### config.mk
export PLATFORM = sky130hd
export DESIGN_NAME = sort_rank_sequencer
export DESIGN_NICKNAME = d
export VERILOG_FILES = /design/src/rtl/sort_rank_sequencer_pkg.sv /design/src/rtl/sort_rank_sequencer_nth_smallest.sv /design/src/rtl/sort_rank_sequencer.sv
export SDC_FILE = /design/constraint.sdc
export NUM_CORES = 1
export LEC_CHECK = 0
export BUFFER_PORTS_ARGS = -buffer_cell sky130_fd_sc_hd__buf_2
export CAP_MARGIN = 15
export CORE_ASPECT_RATIO = 0.5
export CORE_MARGIN = 3
export CORE_UTILIZATION = 55
export CTS_BUF_LIST = sky130_fd_sc_hd__clkbuf_8
export CTS_CLUSTER_DIAMETER = 80
export DETAILED_ROUTE_END_ITERATION = 10
export GPL_ROUTABILITY_DRIVEN = 0
export GPL_TIMING_DRIVEN = 0
export PLACE_DENSITY = 0.87
export SYNTH_ARGS = -nofsm -noshare
export SYNTH_HDL_FRONTEND = slang
export SYNTH_SLANG_ARGS = --single-unit
### constraint.sdc
create_clock -name clk_in -period 10.65 [get_ports clk_in]
set_input_delay 0.5325 -clock clk_in [delete_from_list [all_inputs] [get_ports clk_in]]
set_output_delay 0.5325 -clock clk_in [all_outputs]
set_load 0.02 [all_outputs]
### src/rtl/sort_rank_sequencer_pkg.sv
// sort_pkg: shared types and constants for the rank sequencer and its sorting network.
package sort_pkg;
   localparam int MAX_NUM_SIZE = 32;
   localparam logic [MAX_NUM_SIZE-1:0] SORT_SENTINEL = '1;
   typedef enum logic {IDLE, EMIT} seq_state_t;
   typedef logic [1:0] rank_t;
endpackage

### src/rtl/sort_rank_sequencer_nth_smallest.sv
// nth_smallest: combinational 4-input selector returning the index_i-th smallest value (unsigned).
module nth_smallest
   import sort_pkg::*;
#(
   parameter int W = sort_pkg::MAX_NUM_SIZE
) (
   input  logic              valid_i,
   input  logic [3:0][W-1:0] numbers_i,
   input  rank_t             index_i,
   output logic [W-1:0]      value_o
);
   rank_t pos;
   // Equal values are ranked by position, so every value gets a unique rank.
   always_comb begin
      value_o = '0;
      pos     = '0;
      for (int i = 0; i < 4; i++) begin
         pos = '0;
         for (int j = 0; j < 4; j++)
            pos = pos + rank_t'((j != i) && ((numbers_i[j] < numbers_i[i]) || ((numbers_i[j] == numbers_i[i]) && (j < i))));
         if (valid_i && (pos == index_i)) value_o = numbers_i[i];
      end
   end
endmodule

### src/rtl/sort_rank_sequencer.sv
// sort_rank_sequencer: latches a batch of four values and emits the k+1 smallest, ascending, one per beat.
// Define SORT_SKIP_SENTINEL_EN to drop all-ones "no hit" values from the output.
module sort_rank_sequencer
   import sort_pkg::*;
#(
   parameter int MAX_NUM_SIZE = sort_pkg::MAX_NUM_SIZE
) (
   input  logic                         clk_in,
   input  logic                         rst_in,
   input  logic [3:0][MAX_NUM_SIZE-1:0] numbers_in,
   input  logic [1:0]                   k_in,
   input  logic                         valid_in,
   output logic                         ready_out,
   output logic [MAX_NUM_SIZE-1:0]      data_out,
   output logic [1:0]                   rank_out,
   output logic                         last_out,
   output logic                         valid_out,
   input  logic                         ready_in,
   output logic                         busy_out
);
   seq_state_t                   state_q, state_d;
   rank_t                        rank_q, rank_d, k_q, k_d, k_eff;
   logic [3:0][MAX_NUM_SIZE-1:0] nums_q, nums_d;
   logic                         init_q, go;
`ifdef SORT_SKIP_SENTINEL_EN
   logic [2:0] cnt;
   // Sentinels sort to the top, so the first cnt ranks are exactly the real hits.
   always_comb begin
      cnt = '0;
      for (int i = 0; i < 4; i++) cnt = cnt + {2'b0, ~&numbers_in[i]};
      go    = cnt != 3'd0;
      k_eff = !go ? '0 : ({1'b0, k_in} < cnt) ? k_in : rank_t'(cnt - 3'd1);
   end
`else
   assign go    = 1'b1;
   assign k_eff = k_in;
`endif
   assign ready_out = init_q && (state_q == IDLE);
   assign valid_out = state_q == EMIT;
   assign busy_out  = state_q == EMIT;
   assign rank_out  = rank_q;
   assign last_out  = valid_out && (rank_q == k_q);
   nth_smallest #(.W(MAX_NUM_SIZE)) u_sort (
      .valid_i   (state_q == EMIT),
      .numbers_i (nums_q),
      .index_i   (rank_q),
      .value_o   (data_out)
   );
   always_comb begin
      state_d = state_q;
      rank_d  = rank_q;
      nums_d  = nums_q;
      k_d     = k_q;
      if (valid_in && ready_out) begin
         nums_d  = numbers_in;
         k_d     = k_eff;
         rank_d  = '0;
         state_d = go ? EMIT : IDLE;
      end
      if (valid_out && ready_in) begin
         rank_d  = last_out ? '0 : rank_q + 2'd1;
         state_d = last_out ? IDLE : EMIT;
      end
   end
   always_ff @(posedge clk_in or posedge rst_in) begin
      if (rst_in) begin
         state_q <= IDLE;
         rank_q  <= '0;
         nums_q  <= '0;
         k_q     <= '0;
         init_q  <= 1'b0;
      end else begin
         state_q <= state_d;
         rank_q  <= rank_d;
         nums_q  <= nums_d;
         k_q     <= k_d;
         init_q  <= 1'b1;
      end
   end
endmodule

# After elaboration in Yosys (flattened, before gate mapping)
# Index checks and enable logic that the tools add are counted.
[op_classes]
n_addsub = 9
order_cmp = 12
n_eq_ne = 11
muxes = 10
bitwise = 1
reduce_logical = 15
[op_table]
columns = ["operator", "count"]
rows = [
  ["$lt A32 B32 Y1", 12],
  ["$eq A32 B32 Y1", 6],
  ["$mux W32", 4],
  ["$eq A2 B2 Y1", 5],
  ["$add A1 B1 Y2", 4],
  ["$add A2 B1 Y2", 4],
  ["$logic_and A1 B1 Y1", 8],
  ["$logic_or A1 B1 Y1", 6],
  ["$mux W2", 3],
  ["$mux W1", 3],
  ["$add A2 B1 Y2 const B", 1],
  ["$reduce_bool A2 Y1", 1],
  ["$not A1 Y1", 1],
]
[word_totals]
ff_bits = 134
word_cells = 66

# Longest topological paths before layout
[logic_depth]
word_depth = 9
mapped_depth = 15
mapped_depth_nobuf = 13

# By module
# From an unflattened synthesis, not the netlist that was laid out.
[hier_totals]
hier_cells = 1090
hier_area_um2 = 11537.3
[by_module_without_submodules]
columns = ["module", "n_inst", "cells_per_inst", "area_per_inst_um2"]
rows = [
  ["nth_smallest", 1, 795, 6183.4],
  ["sort_rank_sequencer", 1, 295, 5353.9],
]

# Worst setup path before layout
# No wires, ideal clock.
[synth_path]
kind = "register to output"
from = "register nums_q[113] in the netlist's numbering"
to = "output port data_out[0]"
t_arrival_ps = 3540
required_time_ps = 10118
setup_slack_ps = 6578
path_stages_with_launch = 15
path_buffers = 1
path_cell_list = "dfrtp_1 -> inv_1 -> ha_1 -> a21o_1 -> a221o_1 -> a221oi_1 -> o211ai_1 -> o21a_1 -> fa_1 -> xnor2_1 -> and3_1 -> buf_6 -> nor2_8 -> a221oi_1 -> o31ai_1"
[synth_via]
elab_chain_cells = 8
[synth_rtl]
columns = ["item", "line_no", "source"]
rows = [
  ["start, declared", "sort_rank_sequencer.sv:23", "logic [3:0][MAX_NUM_SIZE-1:0] nums_q, nums_d;"],
  ["start signal, assigned", "sort_rank_sequencer.sv:75", "nums_q <= nums_d;"],
  ["$lt A32 B32 Y1", "sort_rank_sequencer_nth_smallest.sv:20", "pos = pos + rank_t'((j != i) && ((numbers_i[j] < numbers_i[i]) || ((numbers_i[j] == numbers_i[i]) && (j < i))) ..."],
  ["$add A2 B1 Y2", "sort_rank_sequencer_nth_smallest.sv:20", ""],
  ["$eq A2 B2 Y1", "sort_rank_sequencer_nth_smallest.sv:21", "if (valid_i && (pos == index_i)) value_o = numbers_i[i];"],
  ["$logic_and A1 B1 Y1", "sort_rank_sequencer_nth_smallest.sv:21", ""],
  ["$mux W32 (3 in series)", "sort_rank_sequencer_nth_smallest.sv:21", ""],
  ["$mux W32 *", "sort_rank_sequencer_nth_smallest.sv:21", ""],
  ["end, declared", "sort_rank_sequencer.sv:14", "output logic [MAX_NUM_SIZE-1:0] data_out,"],
]
# Every way passes the cells marked *; elsewhere a longest branch is shown, timed or not.

# Worst setup path in the final report
[layout_path]
from = "register nums_q[127] in the netlist's numbering"
to = "output port data_out[24]"
# Same word-level chain as after synthesis.

==> metrics list <==
* DRT Pass-1 Iters: 7
- Run status: finished clean
- Hpwl dp: 25.61 mm
* Cells after Synth: 1092
* Post-CTS resize count: 0
- Hold Path Class: in -> async
- Sequential fraction of the synthesis area: 0.3010
- Leaving out fill and tap cells, the most frequent cell in the layout is ha_1.
- Counting cells, the worst reg-to-reg path comes to 6.
- The most used flip-flop cell after synthesis is dfrtp_1.
* WP buf/inv: 4
* Slew at the pin with the worst max-slew slack: 0.8519 ns
- The synthesized netlist occupies a cell area of 0.01114 sq mm.
* Number of antenna violations at the first check in global routing: 0
* Total nets after synthesis: 1422
- Yosys printed 0 warnings.
- Post-route clock skew: 0.01294 ns
- Of all nets on the critical path, the largest fanout is 10.
- Critical path arrival: 5.70 ns
* Multi-input logic area: 0.007033 sq mm
- Ratio of cells with drive above 1 in the final layout: 0.3179
- For this run, the slowest stage of the critical path takes 0.79 ns.
- Setup repair after global routing left no endpoint under its margin.
- The tree is rooted in a clkbuf_8.
- The critical path runs through a total of 15 cells.
* Max Clock Freq: 160.4 MHz
* Share of synthesized flip-flops with an asynchronous set or reset: 1.000
- Measured along the x axis, the die boundary spans 207.3 um.
* Largest net degree at the start of global routing: 75
- Post-synthesis average cell area: 10.20 sq um
- Pin placement for this block handled 172 I/O pins.
- For this run, the post-layout net count is 1613.
- Setup violations remaining at the end of the flow were counted as 0.
- Standard cell with the maximum stage delay on the critical path: nor4_1
- Highest-count cells in the layout ignoring fill and taps: 192 x ha_1, 189 x buf_2, 134 x dfrtp_1, 130 x inv_1, 114 x mux2_2
- Average wire per cell in the routed design: 20.69 um
- Floorplan row count: 36
* PortBufs: 171
- For this configuration, the core starts out at a cell density of 0.5660.
* Buffers from clock root to sink, at most: 2
* Number of max-cap violations: 0
- The H-tree generated during clock tree synthesis spans 4 levels.
- Fill cells in the final layout number 1495.
- Global-route usage over all layers: 0.2950
- Buffers inserted during clock tree synthesis total 17.
- Placeable core area: 0.01968 sq mm
* Slew margin rel.: 0.4269
- The synthesized design contains 134 register bits.
- The detail route stage leaves a number of antenna-violating nets equal to 0.
- The worst setup path is of the reg -> out kind.
- After detailed routing, the number of vias per cell comes to 6.202.
- The count of final max-slew check failures came to 0.
* Total congestion overflow: 0
- Syn-to-layout area delta: 14.57%
- Setup Total Neg Slack: 0 ns
- Die H: 106.6 um
- Cts-stage hold buffer count: 0
- The synthesized design contains 0 enable-type register cells.
- Time the final worst path needs with I/O delays and setup: 6.234 ns
- The tightest hold path in the finished design has a slack of 0.09015 ns.
- Global-route wire length before repair: 51.78 mm
* Type of element capturing the critical path: output pin
- Antenna diode count: 0
- Clock latency on the worst-skew pair, taken at its later pin, is 0.50 ns.
- Final worst path period share: 0.5853
* Post-route DRC violation count: 0
* Critical path required time: 10.12 ns
- Cell-by-cell listing of the critical path: inv_1, ha_1, nand4_1, nor4_1, nand4_1, a31oi_1, o21ai_0, fa_1, xnor2_1, and3_1, clkbuf_1, clkbuf_1, nand2_1, o31ai_2, buf_2
* Area of all sequential standard cells: 0.003353 sq mm
- The tree built by TritonCTS fans out to 134 sinks.
- The routed layout has 9688 vias.
- Vias in the first global route: 10255
* Post-CTS clock slew at the launch and capture registers of the worst setup and hold paths: 0.09 ns
- The die covers 0.02210 sq mm.
* Startpoint Class: register
* Final count of hold timing violations: 0
- The routed design has 32.32 mm of wire.
- Number of setup buffers added after CTS: 0
- The kind of cell with the highest combined delay along the critical path is simple AND/OR/NAND/NOR gates.
* Count of distinct cell types in the synthesized netlist: 57
- TritonCTS built the clock tree.
- For this block, the initial DRC count from the detailed router was 695.
## worst paths after layout
path | startpoint | end | slack (ns)
hold reg to reg | k_q[1] | k_q[1] | 0.53
min in group clk_in | numbers_in[126] | nums_q[126] | 0.25
hold / removal | rst_in | nums_q[47] | 0.09
setup / recovery | nums_q[127] | data_out[24] | 4.42
setup reg to reg | busy_out | nums_q[99] | 8.62
max in group asynchronous | rst_in | nums_q[59] | 9.81
## layout make-up
type                            instances  share of cell area
Inverter                              130             0.03862
Multi-Input combinational cell        789              0.5510
Clock buffer                           18             0.01941
Clock inverter                         14             0.01206
Timing Repair Buffer                  172             0.06921
Sequential cell                       134              0.2627
Tap cell                              266             0.02608
Buffer                                 39             0.02088
## layer usage
layer  vias to the layer above  track usage  wire length, um  share of wire
met5                         -            0                0              0
met3                       112      0.06723             2474          0.077
met4                         0       0.1403             1279          0.040
met1                      4739       0.3675            13440           0.42
li1                       4391            -                -              -
met2                       446       0.4920            15130           0.47
## per-stage QoR
step,instances,setup WS (ns),instance area [sq um],util
after floorplan,1092,6.535,11140,-
after global placement,1529,5.288,12330,0.6264
after detailed placement,1530,5.186,12360,0.6280
after CTS,1562,4.602,12760,0.6484
after global routing,1562,4.277,12760,0.6484
final,1562,4.416,12760,0.6484
## flip-flops by register name (all words and copies together), names as in the netlist
| register | flops |
|---|---|
| nums_q | 128 |
| init_q | 1 |
| k_q | 2 |
| rank_out | 2 |
| busy_out | 1 |
## synthesized netlist by cell type (4+ instances only)
| master | number | share of area |
|---|---|---|
| a21o_1 | 17 | 0.011 |
| nor3_1 | 5 | 0.0022 |
| a221o_1 | 7 | 0.0063 |
| inv_1 | 130 | 0.044 |
| a21oi_1 | 69 | 0.031 |
| ha_1 | 192 | 0.22 |
| nand4_1 | 33 | 0.019 |
| mux2_1 | 16 | 0.016 |
| a221oi_2 | 30 | 0.040 |
| xnor2_1 | 4 | 0.0031 |
| buf_2 | 18 | 0.0081 |
| a221oi_1 | 11 | 0.0086 |
| nand2_1 | 76 | 0.026 |
| o31ai_1 | 4 | 0.0027 |
| fa_1 | 4 | 0.0072 |
| buf_4 | 4 | 0.0027 |
| nor4_1 | 6 | 0.0034 |
| and3_1 | 5 | 0.0028 |
| o21ai_0 | 27 | 0.012 |
| o211ai_1 | 9 | 0.0061 |
| nand2b_1 | 5 | 0.0028 |
| nand3_1 | 21 | 0.0094 |
| xor2_1 | 6 | 0.0047 |
| and4_1 | 9 | 0.0071 |
| mux2_2 | 114 | 0.12 |
| clkbuf_1 | 7 | 0.0024 |
| dfrtp_1 | 134 | 0.30 |
| nor2b_1 | 7 | 0.0039 |
| o31ai_2 | 30 | 0.034 |
| nor2_1 | 48 | 0.016 |
## kinds of logic (layout without fill, tap and decap cells)
| group | Yosys count | after routing | synth area share |
|---|---|---|---|
| AO/OA/AOI/OAI | 222 | 222 | 0.1655 |
| flip-flops | 134 | 134 | 0.3010 |
| multiplexers | 130 | 130 | 0.1314 |
| AND/OR/NAND/NOR | 230 | 230 | 0.1033 |
| XOR/XNOR | 10 | 10 | 0.007861 |
| adder cells (fa/ha/maj) | 196 | 196 | 0.2228 |
| buffers and inverters | 169 | 373 | 0.06772 |
| other | 1 | 1 | 0.0003366 |
Power is not shown: default switching activity piles up to over one toggle a cycle in this logic, so the estimate is an artifact.
